==> src/rtl/ehl_gpio_irq_if.sv <==
// ehl_gpio_irq_if -- bundle of the GPIO interrupt block's configuration,
// pad and status signals. The master side (CPU/register block or bench)
// drives pads and configuration. The slave side (ehl_gpio_irq) returns
// the filtered input value, the pending register and the interrupt line.
interface ehl_gpio_irq_if #(
  parameter int WIDTH = 32
);
  logic [WIDTH-1:0] gpio_in;
  logic [WIDTH-1:0] irq_en;
  logic [WIDTH-1:0] irq_type;
  logic [WIDTH-1:0] irq_pol;
  logic [WIDTH-1:0] irq_both;
  logic [WIDTH-1:0] clr_pend;
  logic [WIDTH-1:0] set_pend;
  logic [WIDTH-1:0] gpio_sync;
  logic [WIDTH-1:0] pending;
  logic             irq;

  modport master (
    output gpio_in, irq_en, irq_type, irq_pol, irq_both, clr_pend, set_pend,
    input  gpio_sync, pending, irq
  );

  modport slave (
    input  gpio_in, irq_en, irq_type, irq_pol, irq_both, clr_pend, set_pend,
    output gpio_sync, pending, irq
  );
endinterface

==> src/rtl/ehl_gpio_irq.sv <==
// ehl_gpio_irq -- per-bit GPIO input synchronizer, edge/level interrupt
// detector and pending register with a masked interrupt output.
//
// Optional feature: define EHL_GPIO_DEBOUNCE_EN to add a per-bit debounce
// filter between the synchronizer and gpio_sync. In that build a change must
// be stable for DEB_LEN cycles before it is accepted. In the default build
// DEB_LEN has no effect and no counter logic is generated.
//
// SYNC_STAGES must be at least 2 and DEB_LEN at least 1.
module ehl_gpio_irq #(
  parameter int WIDTH       = 32,
  parameter int SYNC_STAGES = 2,
  parameter int DEB_LEN     = 4
) (
  input  logic           clk,
  input  logic           reset_n,
  ehl_gpio_irq_if.slave  bus
);

  // Synchronizer chain, stage 0 samples the pad, last stage is the output.
  logic [SYNC_STAGES-1:0][WIDTH-1:0] r_sync;
  logic [WIDTH-1:0]                  w_sync_out;
  // Filtered input value as seen by the detectors.
  logic [WIDTH-1:0]                  w_gpio_sync;
  // Value of w_gpio_sync one cycle earlier, for edge detection.
  logic [WIDTH-1:0]                  r_prev;
  logic [WIDTH-1:0]                  r_pending;

  logic [WIDTH-1:0]                  w_rise;
  logic [WIDTH-1:0]                  w_fall;
  logic [WIDTH-1:0]                  w_edge_evt;
  logic [WIDTH-1:0]                  w_level_evt;
  logic [WIDTH-1:0]                  w_event;

  // Shift raw pad values through the metastability chain.
  always_ff @(posedge clk or negedge reset_n) begin
    if (!reset_n) begin
      r_sync <= '0;
    end else begin
      r_sync <= {r_sync[SYNC_STAGES-2:0], bus.gpio_in};
    end
  end

  assign w_sync_out = r_sync[SYNC_STAGES-1];

`ifdef EHL_GPIO_DEBOUNCE_EN
  localparam int               CNT_W    = $clog2(DEB_LEN + 1);
  localparam logic [CNT_W-1:0] CNT_LAST = CNT_W'(DEB_LEN - 1);

  logic [CNT_W-1:0] r_deb_cnt [WIDTH];
  logic [WIDTH-1:0] r_gpio_sync;

  // Accept a new synchronized value only after it has differed from the
  // current filtered value for DEB_LEN consecutive cycles; any return to the
  // filtered value restarts the count, so short glitches never pass.
  always_ff @(posedge clk or negedge reset_n) begin
    if (!reset_n) begin
      for (int i = 0; i < WIDTH; i++) begin
        r_deb_cnt[i] <= '0;
      end
      r_gpio_sync <= '0;
    end else begin
      for (int i = 0; i < WIDTH; i++) begin
        if (w_sync_out[i] == r_gpio_sync[i]) begin
          r_deb_cnt[i] <= '0;
        end else if (r_deb_cnt[i] == CNT_LAST) begin
          r_gpio_sync[i] <= w_sync_out[i];
          r_deb_cnt[i]   <= '0;
        end else begin
          r_deb_cnt[i] <= r_deb_cnt[i] + 1'b1;
        end
      end
    end
  end

  assign w_gpio_sync = r_gpio_sync;
`else
  // The last synchronizer stage is already a register, so it serves
  // directly as gpio_sync.
  assign w_gpio_sync = w_sync_out;
`endif

  // Edge terms compare the current filtered value with last cycle's.
  assign w_rise = w_gpio_sync & ~r_prev;
  assign w_fall = ~w_gpio_sync & r_prev;

  // Edge mode: both-edge select overrides polarity. Level mode: active while
  // the filtered input matches the programmed polarity.
  assign w_edge_evt  = (bus.irq_both & (w_rise | w_fall))
                     | (~bus.irq_both & bus.irq_pol & w_rise)
                     | (~bus.irq_both & ~bus.irq_pol & w_fall);
  assign w_level_evt = ~(w_gpio_sync ^ bus.irq_pol);
  assign w_event     = (bus.irq_type & w_edge_evt) | (~bus.irq_type & w_level_evt);

  // Track the previous filtered value and update pending; a new event or a
  // software set in the same cycle as a clear keeps the bit set.
  always_ff @(posedge clk or negedge reset_n) begin
    if (!reset_n) begin
      r_prev    <= '0;
      r_pending <= '0;
    end else begin
      r_prev    <= w_gpio_sync;
      r_pending <= (r_pending & ~bus.clr_pend) | w_event | bus.set_pend;
    end
  end

  assign bus.gpio_sync = w_gpio_sync;
  assign bus.pending   = r_pending;
  // Mask applies only to the interrupt line, never to pending recording.
  assign bus.irq       = |(r_pending & bus.irq_en);

endmodule

==> src/flat_wrapper.sv <==
// flat-port wrapper written by rule: the top's interface ports become plain ports
module ehl_gpio_irq_flat 
#(
  parameter int WIDTH       = 32,
  parameter int SYNC_STAGES = 2,
  parameter int DEB_LEN     = 4
)
  (clk, reset_n, bus_gpio_in, bus_irq_en, bus_irq_type, bus_irq_pol, bus_irq_both, bus_clr_pend, bus_set_pend, bus_gpio_sync, bus_pending, bus_irq);
  ehl_gpio_irq_if #(.WIDTH(WIDTH)) bus_i ();
  input  logic clk;
  input  logic reset_n;
  input wire logic [$bits(bus_i.gpio_in)-1:0] bus_gpio_in;
  input wire logic [$bits(bus_i.irq_en)-1:0] bus_irq_en;
  input wire logic [$bits(bus_i.irq_type)-1:0] bus_irq_type;
  input wire logic [$bits(bus_i.irq_pol)-1:0] bus_irq_pol;
  input wire logic [$bits(bus_i.irq_both)-1:0] bus_irq_both;
  input wire logic [$bits(bus_i.clr_pend)-1:0] bus_clr_pend;
  input wire logic [$bits(bus_i.set_pend)-1:0] bus_set_pend;
  output wire logic [$bits(bus_i.gpio_sync)-1:0] bus_gpio_sync;
  output wire logic [$bits(bus_i.pending)-1:0] bus_pending;
  output wire logic [$bits(bus_i.irq)-1:0] bus_irq;
  assign bus_i.gpio_in = bus_gpio_in;
  assign bus_i.irq_en = bus_irq_en;
  assign bus_i.irq_type = bus_irq_type;
  assign bus_i.irq_pol = bus_irq_pol;
  assign bus_i.irq_both = bus_irq_both;
  assign bus_i.clr_pend = bus_clr_pend;
  assign bus_i.set_pend = bus_set_pend;
  assign bus_gpio_sync = bus_i.gpio_sync;
  assign bus_pending = bus_i.pending;
  assign bus_irq = bus_i.irq;
  ehl_gpio_irq #(.WIDTH(WIDTH), .SYNC_STAGES(SYNC_STAGES), .DEB_LEN(DEB_LEN)) u_core (.clk(clk), .reset_n(reset_n), .bus(bus_i));
endmodule
==> config.mk <==
export PLATFORM = sky130hd
export DESIGN_NAME = ehl_gpio_irq_flat
export DESIGN_NICKNAME = d
export VERILOG_FILES = /design/src/rtl/ehl_gpio_irq_if.sv /design/src/rtl/ehl_gpio_irq.sv /design/src/flat_wrapper.sv
export SDC_FILE = /design/constraint.sdc
export NUM_CORES = 1
export LEC_CHECK = 0
export CELL_PAD_IN_SITES_DETAIL_PLACEMENT = 1
export CELL_PAD_IN_SITES_GLOBAL_PLACEMENT = 2
export CORE_AREA = 4 4 163 165
export CTS_CLUSTER_DIAMETER = 150
export CTS_CLUSTER_SIZE = 20
export DETAILED_ROUTE_END_ITERATION = 8
export DIE_AREA = 0 0 167 169
export PLACE_DENSITY = 0.81
export SLEW_MARGIN = 20
export SYNTH_ARGS = -nofsm -noshare
export SYNTH_HDL_FRONTEND = slang
export SYNTH_SLANG_ARGS = --single-unit
==> constraint.sdc <==
create_clock -name clk -period 1.9 [get_ports clk]
set_clock_uncertainty 0.2 [all_clocks]
set_input_delay 0.475 -clock clk [delete_from_list [all_inputs] [get_ports clk]]
set_output_delay 0.475 -clock clk [all_outputs]
set_load 0.005 [all_outputs]
After elaboration in Yosys (flattened, before gate mapping)
Cells that the tools add are included.
{ "totals": {"output_inout_bits": 65, "regBits": 128, "in_bits": 226} }
{ "op_classes": {"n_reduce_logical": 1, "bitwise": 25} }
{ "ops": {"columns": ["operator", "count"], "rows": [
  ["AND 32 bit", 11],
  ["NOT 32 bit", 7],
  ["OR 32 bit", 6],
  ["OR reduction 32 bit", 1],
  ["bitwise XOR 32 bit", 1]
]} }

Longest topological paths before layout
{ "depth": {"ltp_word": 10, "mapped_depth": 5, "mapped_depth_nobuf": 5} }

Worst setup path after synthesis
Ideal clock, no wire load.
{ "synth_path": {"kind": "input to output", "from": "input bus_irq_en[14]", "to": "output bus_irq", "t_required_ps": 1225, "slack_ps": -29, "arrival_ps": 1254, "cell_stages": 3, "path_cell_list": "a22oi_1 -> nand4_1 -> or4_1"} }
{ "synth_via": {"elab_chain_cells": 2} }
{ "synth_lines": {"columns": ["element", "line", "rtl"], "rows": [
  ["from (decl)", "flat_wrapper.sv:13", "input wire logic [$bits(bus_i.irq_en)-1:0] bus_irq_en;"],
  ["AND 32 bit", "ehl_gpio_irq.sv:110", "assign bus.irq = |(r_pending & bus.irq_en);"],
  ["OR reduction 32 bit", "ehl_gpio_irq.sv:110", null],
  ["to (decl)", "flat_wrapper.sv:21", "output wire logic [$bits(bus_i.irq)-1:0] bus_irq;"]
]} }
No other way between the ends.

Final worst setup path
Same ends and word-level chain as after synthesis.

==> results.txt <==
* Final routed DRC violation total: 0
* DR iter-0 viols: between 70 and 80
- Syn nets: about 820
- The final reports fail on negative setup slack.
- Maximum resistive drop on vdd: roughly 0.38 mV
* Type of the setup path with the least slack: input pin to output port
- TritonCTS built the clock tree.
- After detailed routing, the number of vias per cell comes to 4.137.
- Count of final hold-check violations: 0
- The region available for standard cell placement spans ~25000 um2.
- The largest single stage delay on the critical path is about 580 ps.
- Worst skew pair latency: between 400 and 500 ps
- Wire length of the first global-routing pass: about 31000 um
- CTS H-tree depth: 4
- Most common cell in the netlist: dfrtp_1
- The routed design has 19270 um of wire.
* Cell chain of the critical path: clkdlybuf4s50_1 > a22oi_2 > nand4_1 > or4_1 > buf_6
* DP HPWL: 15530 um
- Of all cell types, the one taking the most synthesized area is dfrtp_1.
- Primary FF master, synth: dfrtp_1
- By area the synthesized netlist is led by dfrtp_1 52%, ha_1 13%, o211ai_1 7.8%.
* Setup WS pre-CTS: -1177 ps
* Cell area after layout: 10620 um2
* Clock buffers created by TritonCTS: 17
- Summing all flip-flop and latch instances after layout gives 3222 um2.
- Routability cong.: 0.8140
* Area of the multi-input gates: ~2400 um2
* Clock slew seen by the registers of the worst setup and hold paths: around 50 ps
- Clk sink count: between 100 and 150
- Synth Area in Compound Gates: approximately an eighth
- Antenna diode count: 0
- On the critical path the largest part of the delay comes from simple AND/OR/NAND/NOR gates.
* Min Clock Period, post-route: between 2000 and 3000 ps
- Setup violations remaining at the end of the flow were counted as 1.
- Summing every instance area after synthesis gives around 6000 um2.
- The path class of the tightest hold or removal check is flip-flop to flip-flop.
- Drt first pass iters: 4
* Total count of max-transition violations in the final report: 0
* WP buf/inv: 2
* Vias after detailed routing: just over 5000
- Post-route setup slack: -776.3 ps
- The die is 169 um tall.
* Top Ports: 291
- Xor and xnor area share after synthesis: roughly 4.5%
- The largest individual stage delay along the critical path comes from the cell or4_1.
- Dividing total power by cell area gives a power density of about 760 nW/um2.
* Synth Area in Simple Gates: ~2.5%
* Largest family of logic cells by synthesized area: adder cells
- Counting flops with an async set or reset pin after synthesis yields a share of 100.0%.
- Yosys Warn Count: 0
- Fraction of final layout cells with drive strength greater than 1: 20.66%
- Register bit total from synthesis: roughly 130
- Hold_ws: between 100 and 150 ps
- Register area share after synthesis: 51.88%
- Max Root-Sink Buffers: 2
* Post-Synthesis Cells: around 530
* Placed Cells incl. Taps: 1165
* Root Buffer: clkbuf_16
- Of the available clock period, the critical path in the final layout requires 140.9%.
* Starting utilization of the core area: between 20% and 30%
- Buffers placed on the I/O ports in this run total just under 300.
- From left edge to right edge, the die measures 167 um.
* GRT Overall Usage: between 10% and 20%
- Counting the fill cells in the layout gives about 2700.
* Area fraction of the dominant cell type after synthesis: between 50% and 60%
- Count of cell types in the netlist: 13
- The flow ran to the end, but the final reports show violations.
* Number of antenna violations at the first check in global routing: 0
* Total negative slack for setup checks: -776.3 ps
* Wire per inst: between 15 and 20 um
- At the end of the flow, the number of nets in the layout was 1183.
- The commonest cells after synthesis are 128 x dfrtp_1, 96 x inv_1, 64 x ha_1, 64 x o211ai_1.
- Synthesized area divided by synthesized cell count: 11.58 um2
* Setup repair after global routing missed its margin: yes
* Endpoint type of the worst setup path: output port
- Non-filler cells in the finished layout: roughly 1200
- Pleak: approximately 4.9 nW
* Arithmetic-cell share of the synthesized area counting full adders, half adders and majority gates: between 10% and 20%
* Number of global-route vias before repair: around 5800
- Synth-to-Final Area Change: 72.07%
- Counting flops with a built-in enable in the synthesized netlist gives 0.
- Mux contribution to synthesized area: under 10%
* Leftover overflow at the end of global routing: 0
- The die covers around 28000 um2.
- Antenna-violating nets left: 0
- Overall power of the completed layout: approximately 8.1 mW
* Achievable frequency: between 300 and 400 MHz
- Number of max-cap violations: 0
- Summing all placed instances gives a cell area of 9658 um2.
- Arrival time of the worst setup path: approximately 2000 ps
- For the worst setup path, the data required time is 1220 ps.
- Transition time of the tightest slew-check pin: between 300 and 400 ps
* Largest fanout on the critical path: 1
- Largest net degree at the start of global routing: 33
* CP startpoint kind: input pin
* Slew margin rel.: between 70% and 80%
- Cells fill 42.43% of the core in the end.
- The initialized floorplan defines a little under 60 standard-cell rows.
[registers in the layout, indices dropped and copies added, names as in the netlist]
name	flops
u_core.r_sync	32
u_core.r_prev	32
u_core.bus.pending	32
u_core.bus.gpio_sync	32
[what timing repair did]
action | 4_1_cts | 5_1_grt
gates cloned | 0 | 0
pin swaps | 8 | 3
setup endpoints to repair | 65 | 18
hold endpoints to repair | 28 | 0
resized for setup | 127 | 28
hold buffers | 1 | 0
setup buffers | 36 | 6
[path summary, 6_finish.rpt]
| kind | end | cells past startpoint | startpoint | slack (ps) |
|---|---|---|---|---|
| max | bus_irq | 5 | bus_irq_en[14] | -780 |
| min | u_core.bus.gpio_sync[0] | 0 | u_core.r_sync[0] | 140 |
| max reg2reg | u_core.bus.pending[30] | 5 | u_core.bus.gpio_sync[30] | 240 |
| min reg2reg | u_core.bus.gpio_sync[0] | 0 | u_core.r_sync[0] | 140 |
| max in group asynchronous | u_core.bus.gpio_sync[27] | 3 | reset_n | 650 |
| min in group asynchronous | u_core.r_sync[31] | 2 | reset_n | 310 |
[per-layer routing]
| metal | global-route usage, % | up-vias | wire (um) |
|---|---|---|---|
| met5 | 0 | - | 0 |
| met4 | 4.020 | 0 | 232 |
| met3 | 4.764 | 14 | 1412 |
| met2 | 24.50 | 183 | 9866 |
| met1 | 15.77 | 2434 | 7755 |
| li1 | - | 2478 | - |
[area by class of cell]
class	instances	area share, %
Clock buffer	19	4.264
Clock inverter	12	2.155
Inverter	96	3.392
Multi-Input combinational cell	277	22.78
Sequential cell	128	30.33
Tap cell	330	3.887
Timing Repair Buffer	373	33.19
[layout by cell type (no fill, tap or decap)]
cell type	instances
clkbuf_2	5
or4_1	1
nand4_1	4
buf_6	16
nand2_1	32
buf_12	3
clkbuf_8	2
clkbuf_16	17
a21oi_1	32
clkdlybuf4s50_1	220
xor2_1	32
ha_1	64
dfrtp_1	113
dfrtp_2	15
buf_2	2
clkinvlp_4	3
clkdlybuf4s15_1	18
dlygate4sd3_1	1
o211ai_1	64
a22oi_1	3
a22oi_2	13
mux2_2	32
buf_4	70
inv_1	96
bufinv_16	6
inv_6	3
dlygate4sd2_1	38
[worst register-to-register path: cells and delay by family (launching register included)]
family	cells	cell delay (ps)
DFF	1	410
buffers and inverters	1	160
AOI/OAI and AO/OA	2	300
adders and majority gates	1	190
muxes	1	270
[where the power goes]
group | internal [mW] | switching [mW] | total, mW
Clock | 2.54 | 1.27 | 3.81
Sequential | 2.88 | 0.100 | 2.98
Combinational | 0.850 | 0.459 | 1.31
Total | 6.27 | 1.83 | 8.10
[cell families after synthesis]
kind of cell	after synthesis
muxes	32
and+or+nand+nor	37
adders and majority gates	64
AOI/OAI and AO/OA	112
DFF	128
buffers and inverters	128
xor gates and xnor gates	32
Power figures use the tool's default switching activity.
